<file path="src/rtl/mult_pkg.sv">
// Shared definitions for the 8x8 multiplier family: operand/product widths,
// accumulator FSM states and the packet-count width helper.
package mult_pkg;

    localparam int PROD_W = 16;
    localparam int OP_W   = 8;

    typedef enum logic [1:0] {
        IDLE  = 2'd0,
        ACCUM = 2'd1,
        DONE  = 2'd2
    } accum_state_t;

    // Width needed to hold a count from 0 to max_terms inclusive.
    function automatic int count_width(input int max_terms);
        return $clog2(max_terms + 1);
    endfunction

endpackage

</file>
<file path="src/rtl/mult_accum_adder.sv">
// Combinational accumulator adder with exported carry out.
// Build option MULT_ACCUM_SATURATE_EN clamps the sum to all-ones on carry.
module mult_accum_adder
    import mult_pkg::*;
#(
    parameter int ACC_W  = 24,
    parameter int PROD_W = 16
) (
    input  logic [ACC_W-1:0]  acc_i,
    input  logic [PROD_W-1:0] prod_i,
    output logic [ACC_W-1:0]  sum_o,
    output logic              carry_o
);

    logic [ACC_W:0] full_sum;

    always_comb begin
        full_sum = {1'b0, acc_i} + (ACC_W+1)'(prod_i);
        carry_o  = full_sum[ACC_W];
`ifdef MULT_ACCUM_SATURATE_EN
        // Once clamped, any further non-zero product carries again, so the clamp is sticky.
        sum_o    = full_sum[ACC_W] ? {ACC_W{1'b1}} : full_sum[ACC_W-1:0];
`else
        sum_o    = full_sum[ACC_W-1:0];
`endif
    end

endmodule

</file>
<file path="src/rtl/mult_accum_stage.sv">
// Packet accumulator behind the 8x8 multiplier: sums products, presents one result per packet.
// Optional build macro MULT_ACCUM_SATURATE_EN selects saturating instead of wrapping accumulation.
module mult_accum_stage #(
    parameter int PROD_W    = 16,
    parameter int ACC_W     = 24,
    parameter int MAX_TERMS = 256
) (
    input  logic                                         clk,
    input  logic                                         rst_n,
    input  logic                                         in_valid,
    output logic                                         in_ready,
    input  logic [PROD_W-1:0]                            in_product,
    input  logic                                         in_last,
    output logic                                         out_valid,
    input  logic                                         out_ready,
    output logic [ACC_W-1:0]                             out_sum,
    output logic [mult_pkg::count_width(MAX_TERMS)-1:0]  out_count,
    output logic                                         out_ovf
);

    import mult_pkg::*;

    localparam int CNT_W = count_width(MAX_TERMS);

    accum_state_t      state_q, state_d;
    logic [ACC_W-1:0]  acc_q, acc_d;
    logic [CNT_W-1:0]  cnt_q, cnt_d, cnt_inc;
    logic              ovf_q, ovf_d;
    logic [ACC_W-1:0]  add_sum;
    logic              add_carry;
    logic              accept;
    logic              close;
    logic [PROD_W-1:0] prod_gated;

    assign accept     = in_valid && in_ready;
    // Gate the product so an undriven bus while idle never reaches the adder.
    assign prod_gated = accept ? in_product : '0;
    assign cnt_inc    = cnt_q + CNT_W'(1);
    assign close      = in_last || (cnt_inc == CNT_W'(MAX_TERMS));

    mult_accum_adder #(
        .ACC_W  (ACC_W),
        .PROD_W (PROD_W)
    ) u_adder (
        .acc_i   (acc_q),
        .prod_i  (prod_gated),
        .sum_o   (add_sum),
        .carry_o (add_carry)
    );

    always_comb begin
        state_d = state_q;
        acc_d   = acc_q;
        cnt_d   = cnt_q;
        ovf_d   = ovf_q;
        case (state_q)
            IDLE, ACCUM: begin
                if (accept) begin
                    acc_d   = add_sum;
                    cnt_d   = cnt_inc;
                    ovf_d   = ovf_q | add_carry;
                    state_d = close ? DONE : ACCUM;
                end
            end
            DONE: begin
                if (out_ready) begin
                    state_d = IDLE;
                    acc_d   = '0;
                    cnt_d   = '0;
                    ovf_d   = 1'b0;
                end
            end
            default: begin
                state_d = IDLE;
            end
        endcase
    end

    always_ff @(posedge clk or negedge rst_n) begin
        if (!rst_n) begin
            state_q <= IDLE;
            acc_q   <= '0;
            cnt_q   <= '0;
            ovf_q   <= 1'b0;
        end else begin
            state_q <= state_d;
            acc_q   <= acc_d;
            cnt_q   <= cnt_d;
            ovf_q   <= ovf_d;
        end
    end

    // Result is held in the state registers while DONE, so it stays stable under back-pressure.
    assign in_ready  = (state_q != DONE);
    assign out_valid = (state_q == DONE);
    assign out_sum   = acc_q;
    assign out_count = cnt_q;
    assign out_ovf   = ovf_q;

endmodule
</file>
<file path="config.mk">
export PLATFORM = sky130hd
export DESIGN_NAME = mult_accum_stage
export DESIGN_NICKNAME = d
export VERILOG_FILES = /design/src/rtl/mult_pkg.sv /design/src/rtl/mult_accum_adder.sv /design/src/rtl/mult_accum_stage.sv
export SDC_FILE = /design/constraint.sdc
export NUM_CORES = 1
export LEC_CHECK = 0
export BUFFER_PORTS_ARGS = -buffer_cell sky130_fd_sc_hd__buf_2
export CAP_MARGIN = 10
export CORE_ASPECT_RATIO = 1.2
export CORE_MARGIN = 2
export CORE_UTILIZATION = 37
export DETAILED_ROUTE_END_ITERATION = 6
export SLEW_MARGIN = 20
export SYNTH_ARGS = -nofsm -noshare
export SYNTH_HDL_FRONTEND = slang
export SYNTH_HIERARCHICAL = 1
export SYNTH_SLANG_ARGS = --single-unit
</file>
<file path="constraint.sdc">
create_clock -name clk -period 8 [get_ports clk]
set_clock_uncertainty 0.15 [all_clocks]
set_input_delay 0 -clock clk [delete_from_list [all_inputs] [get_ports clk]]
set_output_delay 0 -clock clk [all_outputs]
set_load 0.005 [all_outputs]
</file>
==> Word-level counts from Yosys, hierarchy flattened <==
Cells that the tools add are included.
{ "totals": {"reg_bits": 36, "elab_cells": 34, "input_bits": 21} }
{ "op_classes": {"muxes": 14, "n_reduce_logical": 7, "bitwise_logic": 1, "add_sub_neg": 2, "eq_ne": 6} }
{ "ops": {"columns": ["operator", "n"], "rows": [
  ["$mux 24", 2],
  ["$pmux 24 s2", 1],
  ["$add 24x16->25", 1],
  ["$mux 9", 2],
  ["$pmux 9 s2", 1],
  ["$mux 16", 1],
  ["$add 9x1->9 const B", 1],
  ["$eq 9x9->1 const B", 1],
  ["$mux 2", 3],
  ["$ne 2x2->1 const B", 2],
  ["$pmux 2 s2", 1],
  ["$reduce_and 3->1", 1],
  ["$eq 2x1->1 const B", 1],
  ["$eq 2x2->1 const B", 1],
  ["$logic_not 2->1", 1],
  ["$mux 1", 2],
  ["$ne 2x1->1 const B", 1],
  ["$pmux 1 s2", 1],
  ["$reduce_and 2->1", 1],
  ["$reduce_bool 2->1", 1],
  ["$reduce_or 2->1", 1],
  ["$logic_and 1x1->1", 1],
  ["$logic_or 1x1->1", 1],
  ["$or 1x1->1", 1]
]} }

==> Depth between registers and ports, before layout <==
Gate-level depths: netlist of run 1.
{ "depth": {"ltp_word": 7, "depth_mapped": 13, "ltp_nobuf": 12} }

==> By module <==
The synthesis of run 1 kept the hierarchy.
{ "modules_own_cells": {"columns": ["module", "seq_area_each_um2", "area_per_inst_um2", "instances", "cells_per_inst"], "rows": [
  ["mult_accum_stage", 900.9, 1681.6, 1, 157],
  ["mult_accum_adder", 0.0, 1079.8, 1, 153]
]} }

==> Worst setup path before layout of run 1 <==
Ideal clock, no wire load.
{ "synth_timing": {"path_kind": "register to register", "start": "register state_q[0]", "end": "register ovf_q, in the netlist out_ovf", "t_required_ns": 7.727, "path_slack_ns": 4.981, "arrival_ns": 2.746, "stages_incl_launch_ff": 14, "synth_period_minus_slack_ns": 3.019, "setup_ns": 0.123, "path_cell_list": "dfrtp_1 > nand2b_1 > clkbuf_2 > and3_1 > ha_1 > fa_1 > a211oi_1 > o211ai_1 > a31o_1 > a21o_1 > o21a_1 > and3_1 > a21oi_1 > a21oi_1"} }
{ "synth_via": {"elab_chain_cells": 7, "word_cells_on_any_way": 15, "cone_classes": "add/sub (1); eq/ne (5); mux (3); bitwise (1); reduce/logical (5)"} }
{ "synth_rtl": {"columns": ["item", "line", "source"], "rows": [
  ["start, declared", "mult_accum_stage.sv:25", "accum_state_t state_q, state_d;"],
  ["start signal, assigned", "mult_accum_stage.sv:86", "state_q <= state_d;"],
  ["$ne 2x2->1", "mult_accum_stage.sv:94", "assign in_ready = (state_q != DONE);"],
  ["$logic_and 1x1->1", "mult_accum_stage.sv:35", "assign accept = in_valid && in_ready;"],
  ["$mux 16", "mult_accum_stage.sv:37", "assign prod_gated = accept ? in_product : '0;"],
  ["named net prod_gated[0]", "mult_accum_stage.sv:33", "logic [PROD_W-1:0] prod_gated;"],
  ["$add 24x16->25", "mult_accum_adder.sv:18", "full_sum = {1'b0, acc_i} + (ACC_W+1)'(prod_i);"],
  ["named net add_carry", "mult_accum_stage.sv:30", "logic add_carry;"],
  ["$or 1x1->1", "mult_accum_stage.sv:61", "ovf_d = ovf_q | add_carry;"],
  ["$mux 1", "mult_accum_stage.sv:58", "if (accept) begin"],
  ["$pmux 1 s2", "mult_accum_stage.sv:56", "case (state_q)"],
  ["end signal, assigned", "mult_accum_stage.sv:89", "ovf_q <= ovf_d;"],
  ["end, declared", "mult_accum_stage.sv:28", "logic ovf_q, ovf_d;"]
]} }
The timed path passes the listed nets, and every way through them passes these cells. The select of a mux whose other input is x is not followed.
A chain may end at the register's enable or synchronous reset.

==> Worst setup path in the final report of run 1 <==
Ends and elaborated chain as after synthesis.

==> flow_metrics.py, run 1 <==
metrics = {
    "placed_design": {
        "io_buffers": 56,
        "detailed_placement_hpwl_mm": 5.002,
        "gp_congestion": 0.8505,
        "dpl_cell_area_sq_um": 3087,
    },
    "layout": {
        "n_antenna_cell": 0,
        "layout.cell_area.non_filler_sq_um": 3248,
        "final_nets": 399,
        "layout.filler_cells": 733,
        "area.growth.synth_to_final_pct": 17.63,
        "multi_input_comb_area_sq_um": 1759,
        "regArea_sq_um": 900.9,
        "drive_above_1_share_pct": 22.22,
    },
    "worst_setup_path": {
        "r2r-end": "out_ovf",
        "timing.setup.critical_path_class": "reg2reg",
        "path_cells": "nand2b_1 > and3_1 > ha_1 > fa_1 > a211oi_1 > o211ai_1 > a31o_1 > a21o_1 > o21a_1 > and3_1 > a21oi_1 > a21oi_1",
        "library_cell_contributing_the_largest_single_delay_on_the_critical_path": "sky130_fd_sc_hd__nand2b_1",
        "cp_slowest_stage_delay_ps": 450,
        "required_ps": 8030,
        "r2r_slack_ps": 4360,
        "critical_path_sink_type": "register",
        "cp.arrival_ps": 3670,
        "path_max_fanout": 19,
        "reg2regPathDepth": 12,
        "critPathLaunchType": "register",
        "worst_r2r_startpoint": "state_q[0]",
    },
    "route": {
        "first_iter_violations": 139,
        "wire_per_inst_um": 15.62,
        "remaining_design_rule_violation_count": 0,
        "wl_mm": 7.030,
        "avgViaCountPerCell": 5.724,
        "ant_nets": 0,
        "detail_route.first_pass.iterations": 4,
        "dr_total_vias": 2576,
    },
    "floorplanning": {
        "die_width_um": 82.86,
        "initial_core_util_pct": 38.18,
        "count_of_boundary_i_o_pins": 57,
        "dieArea_sq_um": 8173,
        "die_h_um": 98.64,
        "floorplan.rows": 34,
        "design.core.area_sq_um": 7232,
    },
    "grt": {
        "groute.usage.overall_pct": 17.33,
        "grt_first_pass_wirelength_mm": 11.81,
        "grt_max_degree": 37,
        "antenna_found_initial": 0,
        "globalRouteOverflowTotal": 0,
        "vias_in_the_first_global_route": 2450,
    },
    "yosys": {
        "synth.avg_cell_area_sq_um": 8.908,
        "synth_cells": 310,
        "synth_enable_flop_cells": 0,
        "postSynthRegisterBits": 36,
        "post-synth-top-area-cell": "sky130_fd_sc_hd__dfrtp_1",
        "synthFlopType": "sky130_fd_sc_hd__dfrtp_1",
        "ys_async_sr_fraction_pct": 100.0,
        "muxShareOfSynthArea_pct": 0.3625,
        "ys_types": 54,
        "synth-warning-count": 6,
        "yosys.cell_count.top_type": "sky130_fd_sc_hd__dfrtp_1",
        "cell_area_after_synthesis_sq_um": 2761,
        "synth_simple_gate_area_share_pct": 17.54,
        "leading_post_synthesis_cells_by_instance_count": "sky130_fd_sc_hd__dfrtp_1, sky130_fd_sc_hd__a22o_1, sky130_fd_sc_hd__o21ai_0, sky130_fd_sc_hd__nor2_1",
        "synth_top_family_by_area": "compound AO/OA/AOI/OAI gates",
        "synth_seq_area_share_pct": 32.62,
        "synth.net_count": 350,
        "synth-adder-area-share_pct": 8.881,
        "yosys.area.top_type_share_pct": 32.62,
        "yosys-top-cells-area": "sky130_fd_sc_hd__dfrtp_1, sky130_fd_sc_hd__ha_1, sky130_fd_sc_hd__a22o_1",
        "synth_xor_xnor_area_share_pct": 5.392,
        "complex_gate_fraction_of_the_synthesized_area_pct": 31.17,
    },
    "timing": {
        "layout_min_cycle_time_ps": 3637,
        "report.final.hold_viol_count": 0,
        "max_freq_ghz": 0.2750,
        "post-route-period-util_pct": 45.46,
        "summed_negative_setup_slack_over_all_endpoints_ps": 0,
        "report.final.slew_viol_count": 0,
        "setup_violations": 0,
        "slew_headroom_pct": 38.85,
        "rsz0062_at_grt": "no",
        "max_slew.worst_pin.slew_ps": 915.2,
    },
    "clocking": {
        "cts.reportedPaths.clkPinSlew_ps": 80,
        "insertion_delay_ps": 290,
        "numCtsBuffers": 5,
        "htree_levels": 2,
        "cts_setup_buffers": 0,
        "clock_tree_from_tritoncts": "yes",
        "ctsLongestPathBuffers": 2,
        "cts.sinks": 36,
        "ctsRootBufferMaster": "sky130_fd_sc_hd__clkbuf_8",
    },
    "power": {
        "power_per_cell_area_nw_per_um2": 269.1,
        "total_leakage_power_nw": 1.618,
        "vdd_ir_drop_max_uv": 141.1,
    },
    "outcome": {
        "run_status": "complete, no violations",
    },
    "hold_path": {
        "hold_class": "in2reg",
        "whs_endpoint": "out_sum[0]",
        "timing.hold.worst.start": "in_product[0]",
        "worstHoldPathCells": 4,
    },
    "job": {
        "max_cap_violations": 0,
    },
}
routing by layer:
layer | wire, um | global-route usage, % | share of wire, % | up-vias
met2 | 3225 | 28.10 | 46 | 64
met3 | 322 | 2.764 | 4.6 | 4
met1 | 3420 | 24.40 | 49 | 1238
li1 | - | - | - | 1270
met5 | 0 | 0 | 0 | -
met4 | 61 | 4.035 | 0.87 | 0
how the worst max path moves through the flow:
stage,end,slack [ps],cells after the start,startpoint
finish,out_ovf,4360,12,state_q[0]
global route,out_ovf,4180,12,state_q[0]
CTS,out_ovf,4390,12,state_q[0]
detailed placement,out_ovf,4410,12,state_q[0]
global placement,out_ovf,4460,12,state_q[0]
floorplan,out_ovf,4980,13,state_q[0]
placed cells by master, fill, tap and decap left out, types with 2 or more instances in the layout:
cell type,netlist,routed
sky130_fd_sc_hd__a211oi_1,3,3
sky130_fd_sc_hd__a21o_1,10,10
sky130_fd_sc_hd__a21oi_1,19,19
sky130_fd_sc_hd__a22o_1,25,25
sky130_fd_sc_hd__a31o_1,3,3
sky130_fd_sc_hd__a31oi_1,5,5
sky130_fd_sc_hd__and3_1,19,19
sky130_fd_sc_hd__buf_2,4,56
sky130_fd_sc_hd__clkbuf_8,0,5
sky130_fd_sc_hd__dfrtp_1,36,36
sky130_fd_sc_hd__dlygate4sd3_1,0,5
sky130_fd_sc_hd__ha_1,18,18
sky130_fd_sc_hd__inv_1,7,7
sky130_fd_sc_hd__nand2_1,17,17
sky130_fd_sc_hd__nand2b_1,5,5
sky130_fd_sc_hd__nand3_1,6,6
sky130_fd_sc_hd__nand4_1,8,8
sky130_fd_sc_hd__nor2_1,21,21
sky130_fd_sc_hd__nor3_1,2,2
sky130_fd_sc_hd__nor4b_1,2,2
sky130_fd_sc_hd__o211ai_1,4,4
sky130_fd_sc_hd__o21a_1,3,3
sky130_fd_sc_hd__o21ai_0,22,22
sky130_fd_sc_hd__o21ai_1,3,3
sky130_fd_sc_hd__o21bai_1,3,3
sky130_fd_sc_hd__o311ai_1,2,2
sky130_fd_sc_hd__o31ai_1,4,4
sky130_fd_sc_hd__or3_1,2,2
sky130_fd_sc_hd__xnor2_1,13,13
sky130_fd_sc_hd__xor2_1,4,4
flip-flops by register name (all words and copies together), names as in the netlist:
name,count
out_sum,24
state_q,2
out_count,9
out_ovf,1
critical path, delay by kind of cell (launching register included):
family	cells	cell delay, ps
AND/OR/NAND/NOR	3	970
adder cells (fa/ha/maj)	2	670
flip-flops	1	370
AO/OA/AOI/OAI	7	1360
where the power goes:
part | total [W] | switching (W) | internal [W]
logic | 0.000412 | 0.000217 | 0.000196
registers | 0.000298 | 0.0000644 | 0.000234
clock network | 0.000164 | 0.0000715 | 0.0000923
cells by family (layout without fill, tap and decap cells):
kind of cell    Yosys count  in the layout
xor+xnor                 17             17
mux                       1              1
simple gates             91             91
buf+inv                  27             77
flops                    36             36
compound gates          119            119
fa+ha+maj                19             19
final cells by class:
cell class / instances / area share (%)
clock inverter: 3 / 1.310
tap: 90 / 3.467
multi-input combinational: 247 / 54.16
timing repair buffer: 62 / 10.40
sequential: 36 / 27.73
inverter: 7 / 0.8089
clock buffer: 5 / 2.119
stage by stage:
step / util [%] / setup WS [ps] / hold slack (ps) / total power (W) / std cells
global route: 44.91 / 4176 / 81.47 / 0.0009468 / 450
detailed placement: 42.68 / 4413 / 19.60 / 0.0007099 / 437
CTS: 44.91 / 4390 / 41.25 / 0.0008824 / 450
finish: 44.91 / 4363 / 55.05 / 0.0008739 / 450
floorplan: - / 4981 / -445.6 / 0.0005849 / 310
global placement: 42.68 / 4459 / 20.36 / 0.0007047 / 437
timing repair:
item | 4_1_cts | 5_1_grt
gates resized for setup | 0 | 0
endpoints found under the hold margin | 39 | 0
hold buffers | 5 | 0
(Power assumes the default switching activity.)
==> run 2, diff against run 1 <==
- ABC_AREA: unset -> 1
- clock period: 8 -> 3.6 ns (I/O delays scaled with it)
==> flow_metrics.py, run 2 <==
metrics = {
    "grt": {
        "grt_use_met2_pct": 33.28,
        "antenna_found_initial": 0,
        "groute.usage.overall_pct": 18.37,
        "grt_use_met1_pct": 22.82,
        "met3_usage_pct": 2.463,
        "globalRouteOverflowTotal": 0,
        "vias_in_the_first_global_route": 3261,
        "grt_busiest_layer": "met2",
        "grt_first_pass_wirelength_mm": 14.20,
        "grt_max_degree": 37,
    },
    "placed_design": {
        "detailed_placement_hpwl_mm": 6.267,
        "io_buffers": 56,
        "place_ws_ps": 846.3,
        "gp_congestion": 0.8873,
        "dpl_cell_area_sq_um": 3616,
    },
    "job": {
        "max_cap_violations": 0,
    },
    "worst_setup_path": {
        "path_max_fanout": 17,
        "cp.arrival_ps": 2790,
        "library_cell_contributing_the_largest_single_delay_on_the_critical_path": "sky130_fd_sc_hd__fa_1",
        "worst_r2r_startpoint": "state_q[1]",
        "r2r_slack_ps": 860,
        "required_ps": 3640,
        "critPathLaunchType": "register",
        "crit_top_cell": "sky130_fd_sc_hd__nand2_1",
        "reg2regPathDepth": 19,
        "r2r-end": "out_ovf",
        "critical_path_sink_type": "register",
        "startpoint": "state_q[1]",
        "path_cells": "inv_2 > nor2_4 > inv_2 > nand2_4 > nor2_1 > ha_1 > fa_1 > nand2_1 > nand2_1 > nand3_1 > nand2_1 > nand2_1 > nand2_2 > nand3_1 > nor2_1 > inv_1 > nor2_1 > o21ai_1 > inv_1",
        "cp_slowest_stage_delay_ps": 450,
        "timing.setup.critical_path_class": "reg2reg",
    },
    "floorplanning": {
        "die_h_um": 106.6,
        "floorplan.rows": 37,
        "design.core.area_sq_um": 8564,
        "count_of_boundary_i_o_pins": 57,
        "dieArea_sq_um": 9536,
        "die_width_um": 89.48,
        "initial_core_util_pct": 37.88,
    },
    "yosys": {
        "post-synth-top-area-cell": "sky130_fd_sc_hd__dfrtp_1",
        "synth_cells": 534,
        "ys_types": 29,
        "synthFlopType": "sky130_fd_sc_hd__dfrtp_1",
        "synth_enable_flop_cells": 0,
        "synth_seq_area_share_pct": 27.77,
        "yosys.area.top_type_share_pct": 27.77,
        "ys_async_sr_fraction_pct": 100.0,
        "synth.avg_cell_area_sq_um": 6.076,
        "synth-warning-count": 6,
        "yosys.cell_count.top_type": "sky130_fd_sc_hd__nand2_1",
        "synth.net_count": 574,
        "yosys-top-cells-area": "sky130_fd_sc_hd__dfrtp_1, sky130_fd_sc_hd__nand2_1, sky130_fd_sc_hd__inv_1",
        "leading_post_synthesis_cells_by_instance_count": "sky130_fd_sc_hd__nand2_1, sky130_fd_sc_hd__inv_1, sky130_fd_sc_hd__nor2_1, sky130_fd_sc_hd__nand3_1, sky130_fd_sc_hd__dfrtp_1",
        "cell_area_after_synthesis_sq_um": 3244,
        "postSynthRegisterBits": 36,
    },
    "timing": {
        "max_freq_ghz": 0.3645,
        "report.final.slew_viol_count": 0,
        "setup_violations": 0,
        "layout_min_cycle_time_ps": 2744,
        "slew_headroom_pct": 45.43,
        "report.final.hold_viol_count": 0,
        "max_slew.worst_pin.slew_ps": 818.5,
        "worst_hold_margin_ps": 167.5,
        "summed_negative_setup_slack_over_all_endpoints_ps": 0,
        "worst_slack_ps": 856.3,
        "rsz0062_at_grt": "no",
        "post-route-period-util_pct": 76.21,
    },
    "power": {
        "power_per_cell_area_nw_per_um2": 555.1,
        "total_leakage_power_nw": 2.232,
        "finalPower_w": 0.002092,
        "vdd_ir_drop_max_uv": 267.9,
    },
    "route": {
        "ant_nets": 0,
        "first_iter_violations": 161,
        "dr_total_vias": 3306,
        "remaining_design_rule_violation_count": 0,
        "wl_mm": 8.147,
        "detail_route.first_pass.iterations": 4,
        "wire_per_inst_um": 11.43,
        "avgViaCountPerCell": 4.637,
    },
    "layout": {
        "final_common_cell": "sky130_fd_sc_hd__nand2_1",
        "mostFrequentLayoutCells": "sky130_fd_sc_hd__nand2_1, sky130_fd_sc_hd__inv_1, sky130_fd_sc_hd__nor2_1",
        "final_nets": 635,
        "layout.cell_area.non_filler_sq_um": 3769,
        "drive_above_1_share_pct": 14.43,
        "area.growth.synth_to_final_pct": 16.16,
        "n_antenna_cell": 0,
        "largest_register_ff_count": 24,
        "layout.filler_cells": 954,
    },
    "outcome": {
        "run_status": "complete, no violations",
    },
    "hold_path": {
        "whs_endpoint": "out_sum[5]",
        "timing.hold.worst.start": "in_product[5]",
        "hold_class": "in2reg",
        "worstHoldPathCells": 7,
    },
    "clocking": {
        "post_cts_resize_count": 0,
        "ctsRootBufferMaster": "sky130_fd_sc_hd__clkbuf_8",
        "cts.sinks": 36,
        "insertion_delay_ps": 300,
        "cts.reportedPaths.clkPinSlew_ps": 90,
        "clock_tree_from_tritoncts": "yes",
        "numCtsBuffers": 5,
        "htree_levels": 2,
        "ctsLongestPathBuffers": 2,
    },
}
run 2: worst max-delay path: cells and delay by family, from the launching register on:
| kind | cells | cell delay, ps |
|---|---|---|
| compound gates | 1 | 130 |
| fa+ha+maj | 2 | 680 |
| buf+inv | 4 | 250 |
| flops | 1 | 410 |
| simple gates | 12 | 1050 |
run 2: report_power, final:
group          total (W)  switching, W  internal (W)  leakage (nW)
clock network   0.000315      0.000177      0.000137        0.0404
logic            0.00108      0.000650      0.000433          1.72
registers       0.000694      0.000152      0.000543         0.471
run 2: what timing repair did:
| item | CTS | global route |
|---|---|---|
| endpoints found under the hold margin | 39 | 0 |
| hold buffers | 6 | 0 |
| setup buffers | 0 | 0 |
run 2: routing by layer:
metal | vias up | share of wire [%] | wire length [um]
met3 | 7 | 2.6 | 209
met2 | 46 | 51 | 4145
met1 | 1503 | 45 | 3698
met5 | - | 0 | 0
li1 | 1750 | - | -
met4 | 0 | 1.1 | 93
run 2: final cells by class:
type	instances	area [sq um]	area share, %
Multi-Input combinational cell	403	1956	51.89
Clock inverter	3	23.77	0.6308
Sequential cell	36	900.9	23.90
Inverter	86	325.3	8.632
Clock buffer	5	68.82	1.826
Tap cell	117	146.4	3.884
Timing Repair Buffer	63	347.8	9.230
run 2: through the flow:
step | instances | util, %
after floorplan | 534 | -
after global placement | 699 | 42.22
after detailed placement | 699 | 42.22
after CTS | 713 | 44.00
after global routing | 713 | 44.00
final | 713 | 44.00
run 2: kinds of logic after synthesis:
| logic type | Yosys count | share of synthesized area, % |
|---|---|---|
| adders and majority gates | 19 | 7.559 |
| xor gates and xnor gates | 13 | 3.509 |
| buffers and inverters | 95 | 11.96 |
| and+or+nand+nor | 351 | 45.08 |
| DFF | 36 | 27.77 |
| AOI/OAI and AO/OA | 20 | 4.126 |
run 2: worst max path at each step:
stage | to | slack, ps | cells past startpoint
after CTS | out_ovf | 830 | 19
after global routing | out_ovf | 610 | 19
after global placement | out_ovf | 950 | 19
after detailed placement | out_ovf | 850 | 19
final | out_ovf | 860 | 19
after floorplan | out_ovf | 1190 | 18
